==> config.mk <==
export PLATFORM = sky130hd
export DESIGN_NAME = uart_rx_controller
export DESIGN_NICKNAME = d
export VERILOG_FILES = /design/src/rtl/uart_pkg.sv /design/src/rtl/uart_rx_sync.sv /design/src/rtl/uart_rx_controller.sv
export SDC_FILE = /design/constraint.sdc
export NUM_CORES = 1
export LEC_CHECK = 0
export CELL_PAD_IN_SITES_DETAIL_PLACEMENT = 2
export CELL_PAD_IN_SITES_GLOBAL_PLACEMENT = 2
export CORE_MARGIN = 4
export CORE_UTILIZATION = 40
export DETAILED_ROUTE_END_ITERATION = 12
export GPL_TIMING_DRIVEN = 0
export HOLD_SLACK_MARGIN = 0.08
export PLACE_DENSITY_LB_ADDON = 0.1
export SLEW_MARGIN = 40
export SYNTH_ARGS = -nofsm -noshare
export SYNTH_HDL_FRONTEND = slang
export SYNTH_HIERARCHICAL = 1
export SYNTH_SLANG_ARGS = --single-unit
==> constraint.sdc <==
create_clock -name clk -period 6 [get_ports clk]
set_clock_uncertainty 0.2 [all_clocks]
set_input_delay 1.8 -clock clk [delete_from_list [all_inputs] [get_ports clk]]
set_output_delay 1.8 -clock clk [all_outputs]
set_load 0.01 [all_outputs]
==> src/rtl/uart_pkg.sv <==
// Shared UART definitions: receiver FSM state encoding and default frame geometry
// (the defaults are also used by the TX controller).
package uart_pkg;

    localparam int unsigned UART_DATA_BITS  = 8;
    localparam int unsigned UART_OVERSAMPLE = 16;

    typedef enum logic [2:0] {
        ST_IDLE   = 3'd0,
        ST_START  = 3'd1,
        ST_DATA   = 3'd2,
        ST_PARITY = 3'd3,
        ST_STOP   = 3'd4
    } rx_state_e;

endpackage

==> src/rtl/uart_rx_sync.sv <==
// Two-flop synchronizer for the asynchronous rxd pad plus a falling-edge detect on the synced line.
module uart_rx_sync (
    input  logic clk,
    input  logic rst,
    input  logic rxd,
    output logic rxs,
    output logic fall
);

    logic meta_q;
    logic rxs_q;
    logic prev_q;

    // All stages reset high so a reset never looks like a start edge.
    always_ff @(posedge clk or posedge rst) begin
        if (rst) begin
            meta_q <= 1'b1;
            rxs_q  <= 1'b1;
            prev_q <= 1'b1;
        end else begin
            meta_q <= rxd;
            rxs_q  <= meta_q;
            prev_q <= rxs_q;
        end
    end

    assign rxs  = rxs_q;
    assign fall = prev_q & ~rxs_q;

endmodule

==> src/rtl/uart_rx_controller.sv <==
// UART receiver: oversampled 8N1 frame recovery into a 1-deep valid/ready holding register.
// Optional parity bit and check enabled by defining UART_RX_PARITY_EN.
module uart_rx_controller
    import uart_pkg::*;
#(
    parameter int unsigned DATA_BITS  = UART_DATA_BITS,
    parameter int unsigned OVERSAMPLE = UART_OVERSAMPLE,
    parameter int unsigned PARITY_ODD = 0
) (
    input  logic                 clk,
    input  logic                 rst,
    input  logic                 rx_tick,
    input  logic                 rxd,
    input  logic                 rx_ready,
    output logic [DATA_BITS-1:0] rx_data,
    output logic                 rx_valid,
    output logic                 frame_err,
    output logic                 parity_err,
    output logic                 overrun
);

    localparam int unsigned TW = $clog2(OVERSAMPLE);
    localparam int unsigned BW = $clog2(DATA_BITS + 1);
    localparam logic [TW-1:0] MID_TICK = TW'(OVERSAMPLE / 2 - 1);
    localparam logic [TW-1:0] END_TICK = TW'(OVERSAMPLE - 1);
    localparam logic [BW-1:0] LAST_BIT = BW'(DATA_BITS - 1);
`ifdef UART_RX_PARITY_EN
    localparam rx_state_e AFTER_DATA = ST_PARITY;
`else
    localparam rx_state_e AFTER_DATA = ST_STOP;
`endif

    if (OVERSAMPLE < 4 || (OVERSAMPLE % 2) != 0 || PARITY_ODD > 1) begin : g_bad_param
        $error("uart_rx_controller: OVERSAMPLE must be even and >= 4, PARITY_ODD must be 0 or 1");
    end

    logic rxs;
    logic fall;

    uart_rx_sync u_sync (
        .clk  (clk),
        .rst  (rst),
        .rxd  (rxd),
        .rxs  (rxs),
        .fall (fall)
    );

    rx_state_e            state_q, state_d;
    logic [TW-1:0]        tick_q, tick_d;
    logic [BW-1:0]        bit_q, bit_d;
    logic [DATA_BITS-1:0] shreg_q, shreg_d;
    logic [DATA_BITS-1:0] data_q, data_d;
    logic                 valid_q, valid_d;
    logic                 ferr_q, ferr_d;
    logic                 ovr_q, ovr_d;
    logic                 par_fault;
    logic                 stop_sample;
    logic                 commit;

`ifdef UART_RX_PARITY_EN
    logic par_bad_q, par_bad_d;
    logic perr_q;
    assign par_fault = par_bad_q;
`else
    assign par_fault = 1'b0;
`endif

    always_comb begin
        state_d = state_q;
        tick_d  = tick_q;
        bit_d   = bit_q;
        shreg_d = shreg_q;
`ifdef UART_RX_PARITY_EN
        par_bad_d = par_bad_q;
`endif
        case (state_q)
            ST_IDLE: begin
                if (fall) begin
                    state_d = ST_START;
                    tick_d  = '0;
                end
            end
            ST_START: begin
                if (rx_tick) begin
                    if (tick_q == MID_TICK) begin
                        tick_d  = '0;
                        bit_d   = '0;
                        state_d = rxs ? ST_IDLE : ST_DATA;
                    end else begin
                        tick_d = tick_q + 1'b1;
                    end
                end
            end
            ST_DATA: begin
                if (rx_tick) begin
                    if (tick_q == END_TICK) begin
                        tick_d  = '0;
                        shreg_d = {rxs, shreg_q[DATA_BITS-1:1]};
                        bit_d   = bit_q + 1'b1;
                        if (bit_q == LAST_BIT) state_d = AFTER_DATA;
                    end else begin
                        tick_d = tick_q + 1'b1;
                    end
                end
            end
`ifdef UART_RX_PARITY_EN
            ST_PARITY: begin
                if (rx_tick) begin
                    if (tick_q == END_TICK) begin
                        tick_d    = '0;
                        par_bad_d = rxs ^ (^shreg_q) ^ 1'(PARITY_ODD);
                        state_d   = ST_STOP;
                    end else begin
                        tick_d = tick_q + 1'b1;
                    end
                end
            end
`endif
            ST_STOP: begin
                if (rx_tick) begin
                    if (tick_q == END_TICK) state_d = ST_IDLE;
                    else                    tick_d  = tick_q + 1'b1;
                end
            end
            default: state_d = ST_IDLE;
        endcase
    end

    assign stop_sample = (state_q == ST_STOP) && rx_tick && (tick_q == END_TICK);
    assign commit      = stop_sample & rxs & ~par_fault;
    assign ferr_d      = stop_sample & ~rxs;

    // A commit coinciding with a handshake refills the register without dropping valid.
    always_comb begin
        data_d  = data_q;
        valid_d = valid_q;
        ovr_d   = 1'b0;
        if (commit && (!valid_q || rx_ready)) begin
            data_d  = shreg_q;
            valid_d = 1'b1;
        end else if (commit) begin
            ovr_d = 1'b1;
        end else if (valid_q && rx_ready) begin
            valid_d = 1'b0;
        end
    end

    always_ff @(posedge clk or posedge rst) begin
        if (rst) begin
            state_q <= ST_IDLE;
            tick_q  <= '0;
            bit_q   <= '0;
            shreg_q <= '0;
            data_q  <= '0;
            valid_q <= 1'b0;
            ferr_q  <= 1'b0;
            ovr_q   <= 1'b0;
        end else begin
            state_q <= state_d;
            tick_q  <= tick_d;
            bit_q   <= bit_d;
            shreg_q <= shreg_d;
            data_q  <= data_d;
            valid_q <= valid_d;
            ferr_q  <= ferr_d;
            ovr_q   <= ovr_d;
        end
    end

`ifdef UART_RX_PARITY_EN
    always_ff @(posedge clk or posedge rst) begin
        if (rst) begin
            par_bad_q <= 1'b0;
            perr_q    <= 1'b0;
        end else begin
            par_bad_q <= par_bad_d;
            perr_q    <= stop_sample & par_bad_q;
        end
    end
    assign parity_err = perr_q;
`else
    assign parity_err = 1'b0;
`endif

    assign rx_data   = data_q;
    assign rx_valid  = valid_q;
    assign frame_err = ferr_q;
    assign overrun   = ovr_q;

endmodule
==> impl_metrics.py, run 1 <==
metrics = {
    "worst_hold_path": {
        "hold_class": "reg2reg",
    },
    "clock_network": {
        "cts_buffers": 5,
        "cts_hold_buffers": 0,
        "path_clk_slew_ns": 0.07,
        "cts_max_path_buffers": 2,
        "clockRootBuffer": "clkbuf_8",
        "numClockSinks": 33,
        "htree_levels": 2,
        "post_cts_resized": 0,
        "cts_setup_buffers": 0,
        "cts_tree": "yes",
        "clk_latency_ns": 0.29,
    },
    "global_routing": {
        "grt_start_max_net_pins": 31,
        "antenna_found_initial": 0,
        "overflow": 0,
        "grt_pass1_vias": 1220,
        "grt_pass1_wl_um": 6265,
        "grt_usage_pct": 16.16,
    },
    "power": {
        "p_sw_share_pct": 33.45,
        "switchingPower_uw": 220.6,
        "combPwrFrac_pct": 27.8,
        "clkPwrFrac_pct": 24.5,
        "powerDensity_nw_per_um2": 355.7,
        "seqPwrFrac_pct": 47.6,
        "irDropWorstVdd_mv": 0.1610,
        "p_int_uw": 438.9,
        "power_leakage_nw": 0.8589,
    },
    "placed_design": {
        "port_buffers": 14,
        "dp_slack_ns": 2.549,
        "placed_area_um2": 1768,
        "dp_hpwl_um": 2634,
        "gp_congestion": 0.7357,
    },
    "floorplanning": {
        "start_util_pct": 42.19,
        "die_h_um": 70.61,
        "num_rows": 22,
        "core-area_um2": 3716,
        "dieWidth_um": 70.61,
        "io_pins": 17,
        "dieArea_um2": 4985,
    },
    "route": {
        "dr_wl_met3_um": 93,
        "dr_wl_met2_um": 1858,
        "wl_met1_um": 1552,
        "drt_wl_total_um": 3557,
        "ant_nets": 0,
        "vias": 1047,
        "post_drt_wl_per_cell_um": 18.15,
        "top_layer": "met4",
        "dr.pass1.iters": 4,
        "drtIter0Drc": 30,
        "routed_via_density": 5.342,
        "drc": 0,
    },
    "sta": {
        "whs_ns": 0.1743,
        "finalCritPeriodShare_pct": 53.13,
        "rsz0062_at_grt": "no",
        "fin_setup_tns_ns": 0,
        "fmax_mhz": 313.7,
        "fin_crit_ns": 3.188,
        "relSlewSlack_pct": 57.58,
        "setup_viol": 0,
        "layout_setup_ws_ns": 2.812,
        "hold_viol_final": 0,
        "drv_slew": 0,
        "worstMarginPinSlew_ns": 0.6354,
    },
    "layout": {
        "finalInstanceArea_um2": 1854,
        "layout-drive-gt1-share_pct": 22.30,
        "diodes": 0,
        "area_growth_syn_to_layout_pct": 18.28,
        "n_fill_cell": 390,
        "post-route-util_pct": 49.90,
        "finish.net_count": 154,
    },
    "synthesis": {
        "async_flop_share_pct": 100.0,
        "synth_area_um2": 1568,
        "synth-edff-count": 0,
        "ys_seq_elements": 33,
        "synth_area_per_cell_um2": 12.44,
        "yosysMostFrequentCell": "dfrtp_1",
        "synth_area_leader_cell": "dfrtp_1",
        "synthTopCellsByCount": "dfrtp_1, mux2_1, mux2_2",
        "yosys_warnings": 6,
        "syn-num-nets": 133,
        "synth-main-ff-cell": "dfrtp_1",
        "netlist_instances": 126,
        "synth_top_area_share_pct": 47.89,
        "ys_seq_area_share_pct": 52.91,
        "ys_types": 39,
        "synth_area_leaders": "dfrtp_1, mux2_1, mux2_2",
    },
    "setup_path": {
        "critPathBufInv": 1,
        "cp_slowest_stage_delay_ns": 0.55,
        "critical_path.slowest_cell": "clkdlybuf4s50_1",
        "cp_cell_sequence": "clkdlybuf4s50_1",
        "crit_family": "buffers and inverters",
        "crit_fanout": 2,
        "crit_path_start_kind": "register",
        "critical_path_class": "reg2out",
        "crit_path_end_kind": "primary output",
        "worstPathArrival_ns": 1.19,
        "worst-endpoint-required_ns": 4.00,
    },
    "run": {
        "drv_cap": 0,
    },
    "outcome": {
        "status": "complete, no violations",
    },
}
[flip-flops by register name, indices dropped and copies added, names as in the netlist, 3 cells and up]
signal   count
bit_q        4
rx_data      8
shreg_q      8
state_q      3
tick_q       4
[final timing paths]
path / to / slack [ns] / startpoint / cells after the start
setup / recovery: rx_data[3] / 2.81 / rx_data[3] / 1
min in group asynchronous: u_sync/meta_q / 1.74 / rst / 2
hold / removal: u_sync/rxs / 0.17 / u_sync/meta_q / 0
hold reg to reg: u_sync/rxs / 0.17 / u_sync/meta_q / 0
setup reg to reg: rx_data[1] / 3.83 / tick_q[0] / 6
max in group asynchronous: bit_q[3] / 3.42 / rst / 2
[power groups by stage]
| stage | Sequential, mW | Combinational (mW) | Clock, mW |
|---|---|---|---|
| detailed placement | 0.319 | 0.185 | 0 |
| global placement | 0.311 | 0.169 | 0 |
| global route | 0.323 | 0.206 | 0.178 |
| floorplan | 0.301 | 0.144 | 0 |
| CTS | 0.315 | 0.188 | 0.168 |
| finish | 0.314 | 0.184 | 0.162 |
[per-stage QoR]
step / instances / total power, mW
final: 196 / 0.6595
after global routing: 196 / 0.7074
after CTS: 196 / 0.6709
after detailed placement: 188 / 0.5035
after global placement: 188 / 0.4803
after floorplan: 126 / 0.4455
[layout make-up]
class | instances | area, µm² | area share (%)
sequential | 33 | 829.5 | 44.74
multi-input combinational | 82 | 683.2 | 36.84
timing repair buffer | 14 | 140.1 | 7.557
clock buffer | 5 | 68.82 | 3.711
tap | 48 | 60.06 | 3.239
buffer | 7 | 40.04 | 2.159
clock inverter | 3 | 17.52 | 0.9447
inverter | 4 | 15.01 | 0.8097
[routing by layer]
layer | vias to the layer above | global-route usage, %
li1 | 495 | -
met4 | 0 | 5.637
met5 | - | 0
met3 | 5 | 3.693
met1 | 533 | 19.29
met2 | 14 | 28.59
[cell families (layout without fill, tap and decap cells)]
family	after synthesis	after routing	share of synthesized area [%]
compound gates	18	18	8.779
xor+xnor	3	3	1.676
fa+ha+maj	2	2	1.596
buf+inv	11	33	3.511
flops	33	33	52.91
mux	22	22	15.56
other cells	1	1	0.2392
simple gates	36	36	15.72
[placed cells by master (no fill, tap or decap), drive strengths merged, types with 2 or more instances in the layout]
cell           count
o21ai              4
nand2b             5
mux2              19
inv                4
nor4b              3
clkdlybuf4s50     14
nor2               3
a31oi              2
clkbuf             6
and4b              2
dfstp              3
ha                 2
clkinv             2
nor3b              5
nand2              5
xor2               3
o211ai             2
nand3              2
a221o              2
mux2i              3
nor3               2
and3               3
dfrtp             30
a21oi              2
buf                6
(Power assumes the default switching activity.)
==> inputs of run 2 (changes only) <==
Settings changed: CORE_UTILIZATION 40 to 37.
Clock period 6 ns to 3.2 ns, I/O delays scaled along.
==> run 2 against run 1 <==
Largest power group unchanged; sequential cell count did not move; critical path type is now in2reg; critical endpoint is now state_q[0]; combinational power rose by 86%; largest cell class unchanged; wire length rose by 1.9%.
==> impl_metrics.py, run 2 (synthesis gave the netlist of run 1 again) <==
metrics = {
    "route": {
        "drt_wl_total_um": 3623,
        "ant_nets": 0,
        "dr.pass1.iters": 4,
        "vias": 1054,
        "drc": 0,
        "routed_via_density": 5.323,
        "post_drt_wl_per_cell_um": 18.30,
        "drtIter0Drc": 31,
    },
    "setup_path": {
        "crit_path_end_kind": "register",
        "critical_path_class": "in2reg",
        "critical_path.slowest_cell": "a211oi_2",
        "cp_slowest_stage_delay_ns": 0.41,
        "crit_fanout": 9,
        "crit_path_start_kind": "primary input",
        "critPathBufInv": 1,
        "worst-endpoint-required_ns": 3.17,
        "worstPathArrival_ns": 2.36,
        "cp_cell_sequence": "clkbuf_2 -> mux2i_1 -> a211oi_2 -> o2111ai_2 -> mux2_1",
        "crit_family": "compound AO/OA/AOI/OAI gates",
    },
    "clock_network": {
        "cts_hold_buffers": 0,
        "htree_levels": 2,
        "cts_max_path_buffers": 2,
        "post_cts_resized": 0,
        "cts_setup_buffers": 0,
        "cts_buffers": 5,
        "clk_latency_ns": 0.28,
        "clockRootBuffer": "clkbuf_8",
        "cts_tree": "yes",
        "path_clk_slew_ns": 0.07,
        "numClockSinks": 33,
    },
    "sta": {
        "hold_viol_final": 0,
        "setup_viol": 0,
        "finalCritPeriodShare_pct": 74.71,
        "fmax_mhz": 418.3,
        "drv_slew": 0,
        "fin_setup_tns_ns": 0,
        "rsz0062_at_grt": "no",
        "fin_crit_ns": 2.391,
        "relSlewSlack_pct": 56.95,
        "worstMarginPinSlew_ns": 0.6447,
    },
    "floorplanning": {
        "dieWidth_um": 73.10,
        "io_pins": 17,
        "num_rows": 23,
        "dieArea_um2": 5343,
        "core-area_um2": 4058,
        "start_util_pct": 38.64,
        "die_h_um": 73.10,
    },
    "global_routing": {
        "grt_start_max_net_pins": 31,
        "grt_usage_pct": 15.55,
        "overflow": 0,
        "grt_pass1_wl_um": 6223,
        "antenna_found_initial": 0,
        "grt_pass1_vias": 1199,
    },
    "outcome": {
        "status": "complete, no violations",
    },
    "power": {
        "seqPwrFrac_pct": 44.0,
        "p_int_uw": 926.8,
        "powerDensity_nw_per_um2": 708.8,
        "clkPwrFrac_pct": 30.3,
        "combPwrFrac_pct": 25.7,
        "power_leakage_nw": 0.8734,
        "p_sw_share_pct": 30.69,
        "irDropWorstVdd_mv": 0.3960,
        "switchingPower_uw": 410.5,
    },
    "worst_hold_path": {
        "hold_class": "reg2reg",
    },
    "placed_design": {
        "port_buffers": 14,
        "gp_congestion": 0.7701,
        "dp_hpwl_um": 2560,
    },
    "layout": {
        "finish.net_count": 154,
        "post-route-util_pct": 46.50,
        "final_common_cell": "dfrtp_1",
        "layout_common_cells": "dfrtp_1, clkdlybuf4s50_1, mux2_1",
        "area_growth_syn_to_layout_pct": 20.35,
        "layout-drive-gt1-share_pct": 21.62,
        "diodes": 0,
    },
    "run": {
        "drv_cap": 0,
    },
}
[run 2: cell types whose count changed in the layout (fill, tap and decap cells not counted), sizes merged]
cell / change
clkbuf: +2
clkinv: -2
bufinv: +1
clkinvlp: -1
[run 2: per-layer routing]
metal | up-vias | track usage, % | share of wire [%]
met4 | 0 | 3.893 | 0.94
met1 | 533 | 19.60 | 46
met3 | 5 | 3.994 | 2.9
met5 | - | 0 | 0
li1 | 501 | - | -
met2 | 15 | 26.42 | 50
[run 2: final timing paths]
check                              start             to  slack [ns]  cells after the start
max reg2reg                    tick_q[0]     state_q[0]        0.95                      5
min in group asynchronous            rst  u_sync/meta_q        0.90                      2
min                        u_sync/meta_q     u_sync/rxs        0.16                      0
max in group asynchronous            rst     shreg_q[4]        1.46                      2
min reg2reg                u_sync/meta_q     u_sync/rxs        0.16                      0
max                              rx_tick     state_q[0]        0.81                      5
[run 2: power groups by stage]
stage | clock network [mW] | registers (mW) | logic (mW)
2_1_floorplan | 0 | 0.565 | 0.270
3_3_place_gp | 0 | 0.584 | 0.319
3_5_place_dp | 0 | 0.594 | 0.340
4_1_cts | 0.415 | 0.589 | 0.346
5_1_grt | 0.445 | 0.609 | 0.381
6_report | 0.405 | 0.588 | 0.343
[run 2: final cells by class]
type | instances | area (µm²)
buffer | 7 | 40.04
clock buffer | 7 | 86.33
clock inverter | 1 | 30.03
fill | 419 | 2171
inverter | 4 | 15.01
multi-input combinational | 82 | 683.2
sequential | 33 | 829.5
tap | 50 | 62.56
timing repair buffer | 14 | 140.1
[run 2: stage by stage]
step	std cells	power [mW]	setup slack, ns	hold WS (ns)	area [µm²]
floorplan	126	0.8354	0.8707	0.1452	1568
global placement	190	0.9026	0.6016	0.1458	1770
detailed placement	190	0.9347	0.5458	0.1492	1770
CTS	198	1.350	0.8041	0.1581	1887
global route	198	1.434	0.7232	0.1616	1887
finish	198	1.337	0.8093	0.1578	1887
[run 2: worst reg2reg max path, delay by kind of cell, from the launching register on]
family,cells,cell delay [ns]
AO/OA/AOI/OAI,2,0.70
flip-flops,1,0.39
multiplexers,1,0.37
adder cells (fa/ha/maj),1,0.30
AND/OR/NAND/NOR,1,0.18
==> inputs of run 3 (changes only) <==
Settings changed: CORE_UTILIZATION 37 to 34.
Clock period 3.2 ns to 2.1 ns, I/O delays scaled along.
==> run 3 against run 2 <==
Worst setup slack got worse by 0.79 ns; critical path depth unchanged; die area is 7.8% higher; combinational power up 100%; register-to-register slack lost 0.93 ns; cell count rose by 5.6%; cell area up 10%; worst hold slack improved by 0.0053 ns; power is 67% higher; global-route usage decreased by 0.77 points.
==> impl_metrics.py, run 3 (synthesis gave the netlist of run 1 again) <==
metrics = {
    "layout": {
        "n_fill_cell": 433,
        "finalInstanceArea_um2": 2077,
        "post-route-util_pct": 47.05,
        "final_common_cell": "dfrtp_1",
        "diodes": 0,
        "finish.net_count": 163,
        "register_area_um2": 833.3,
        "multi_input_area_um2": 780.7,
        "layout_common_cells": "dfrtp_1, clkdlybuf4s50_1, buf_4",
        "final_cells": 209,
        "area_growth_syn_to_layout_pct": 32.48,
        "layout-drive-gt1-share_pct": 35.03,
    },
    "floorplanning": {
        "dieArea_um2": 5762,
        "num_rows": 24,
        "start_util_pct": 35.52,
        "io_pins": 17,
        "die_h_um": 75.91,
        "core-area_um2": 4414,
        "dieWidth_um": 75.91,
    },
    "clock_network": {
        "path_clk_slew_ns": 0.07,
        "cts_max_path_buffers": 2,
        "clk_latency_ns": 0.29,
        "numClockSinks": 33,
        "clockRootBuffer": "clkbuf_8",
        "cts_tree": "yes",
        "htree_levels": 2,
        "cts_buffers": 5,
    },
    "setup_path": {
        "crit_start": "state_q[2]",
        "crit_path_start_kind": "register",
        "cp_num_cells": 5,
        "cp_cell_sequence": "buf_8 -> mux2i_2 -> a211oi_4 -> o2111ai_4 -> mux2_4",
        "cp_slowest_stage_delay_ns": 0.45,
        "worst-endpoint-required_ns": 2.07,
        "crit_fanout": 7,
        "critical_path.slowest_cell": "dfrtp_2",
        "critPathBufInv": 1,
        "worstPathArrival_ns": 2.05,
        "critical_path_class": "reg2reg",
        "r2r_setup_slack_ns": 0.02,
        "r2r-end": "state_q[2]",
        "crit_family": "compound AO/OA/AOI/OAI gates",
        "crit_end": "state_q[2]",
        "r2r.worst_path.cells": 5,
        "crit_path_end_kind": "register",
        "reg2reg_from": "state_q[2]",
    },
    "sta": {
        "drv_slew": 0,
        "hold_viol_final": 0,
        "rsz0062_at_grt": "yes",
        "worstMarginPinSlew_ns": 0.6545,
        "fmax_mhz": 480.8,
        "finalCritPeriodShare_pct": 99.04,
        "whs_ns": 0.1632,
        "fin_crit_ns": 2.080,
        "fin_setup_tns_ns": 0,
        "layout_setup_ws_ns": 0.02025,
        "setup_viol": 0,
        "relSlewSlack_pct": 56.31,
    },
    "placed_design": {
        "place_inst": 192,
        "port_buffers": 14,
        "dp_hpwl_um": 2552,
        "placed_area_um2": 1773,
        "gp_congestion": 0.7252,
        "dp_slack_ns": -0.2410,
    },
    "global_routing": {
        "grt_start_max_net_pins": 31,
        "grt_usage_pct": 14.78,
        "grt_pass1_wl_um": 6768,
        "antenna_found_initial": 0,
        "grt_pass1_vias": 1297,
        "overflow": 0,
    },
    "route": {
        "drt_wl_total_um": 4087,
        "drtIter0Drc": 21,
        "drc": 0,
        "ant_nets": 0,
        "vias": 1126,
        "routed_via_density": 5.388,
        "dr.pass1.iters": 4,
        "post_drt_wl_per_cell_um": 19.56,
    },
    "worst_hold_path": {
        "hold_class": "reg2reg",
    },
    "power": {
        "powerDensity_nw_per_um2": 1074,
        "power_leakage_nw": 0.9397,
        "power_mw": 2.231,
        "irDropWorstVdd_mv": 0.4767,
    },
    "run": {
        "drv_cap": 0,
    },
    "outcome": {
        "status": "complete, no violations",
    },
}
run 3: changes by cell type in the layout (fill, tap and decap cells not counted), sizes merged:
cell    before  now
clkbuf       8    9
buf          6   14
run 3: layer usage:
metal,wire [µm],GRT usage (%)
met5,0,0
met4,119,6.762
met3,155,4.384
met2,2019,24.83
met1,1792,17.14
run 3: cell type report:
type | instances | area share [%]
Sequential cell | 33 | 40.12
Multi-Input combinational cell | 82 | 37.59
Timing Repair Buffer | 23 | 10.00
Clock buffer | 7 | 4.157
Tap cell | 52 | 3.133
Buffer | 7 | 2.831
Clock inverter | 1 | 1.446
Inverter | 4 | 0.7229
run 3: power breakdown:
group / leakage [nW] / internal, mW / switching [mW] / total [mW]
logic: 0.459 / 0.367 / 0.322 / 0.689
registers: 0.422 / 0.771 / 0.146 / 0.918
clock network: 0.0585 / 0.387 / 0.237 / 0.624
run 3: worst min-delay path by stage:
stage                   from         end  slack, ns  cells after the start
6_report       u_sync/meta_q  u_sync/rxs       0.16                      0
5_1_grt        u_sync/meta_q  u_sync/rxs       0.17                      0
4_1_cts        u_sync/meta_q  u_sync/rxs       0.16                      0
3_5_place_dp   u_sync/meta_q  u_sync/rxs       0.15                      0
3_3_place_gp   u_sync/meta_q  u_sync/rxs       0.15                      0
2_1_floorplan  u_sync/meta_q  u_sync/rxs       0.15                      0
run 3: worst register-to-register path, cell delays in order, from the launching register on:
cell and delay, ns:
dfrtp_2 0.45, buf_8 0.15, mux2i_2 0.16, a211oi_4 0.41, o2111ai_4 0.25, mux2_4 0.34
run 3: what timing repair did:
action / 4_1_cts / 5_1_grt
resized for setup: 10 / 19
hold buffers: 0 / 0
buffers inserted: 3 / 6
setup endpoints to repair: 21 / 14
hold endpoints to repair: 0 / 0
pin swaps: 1 / 4
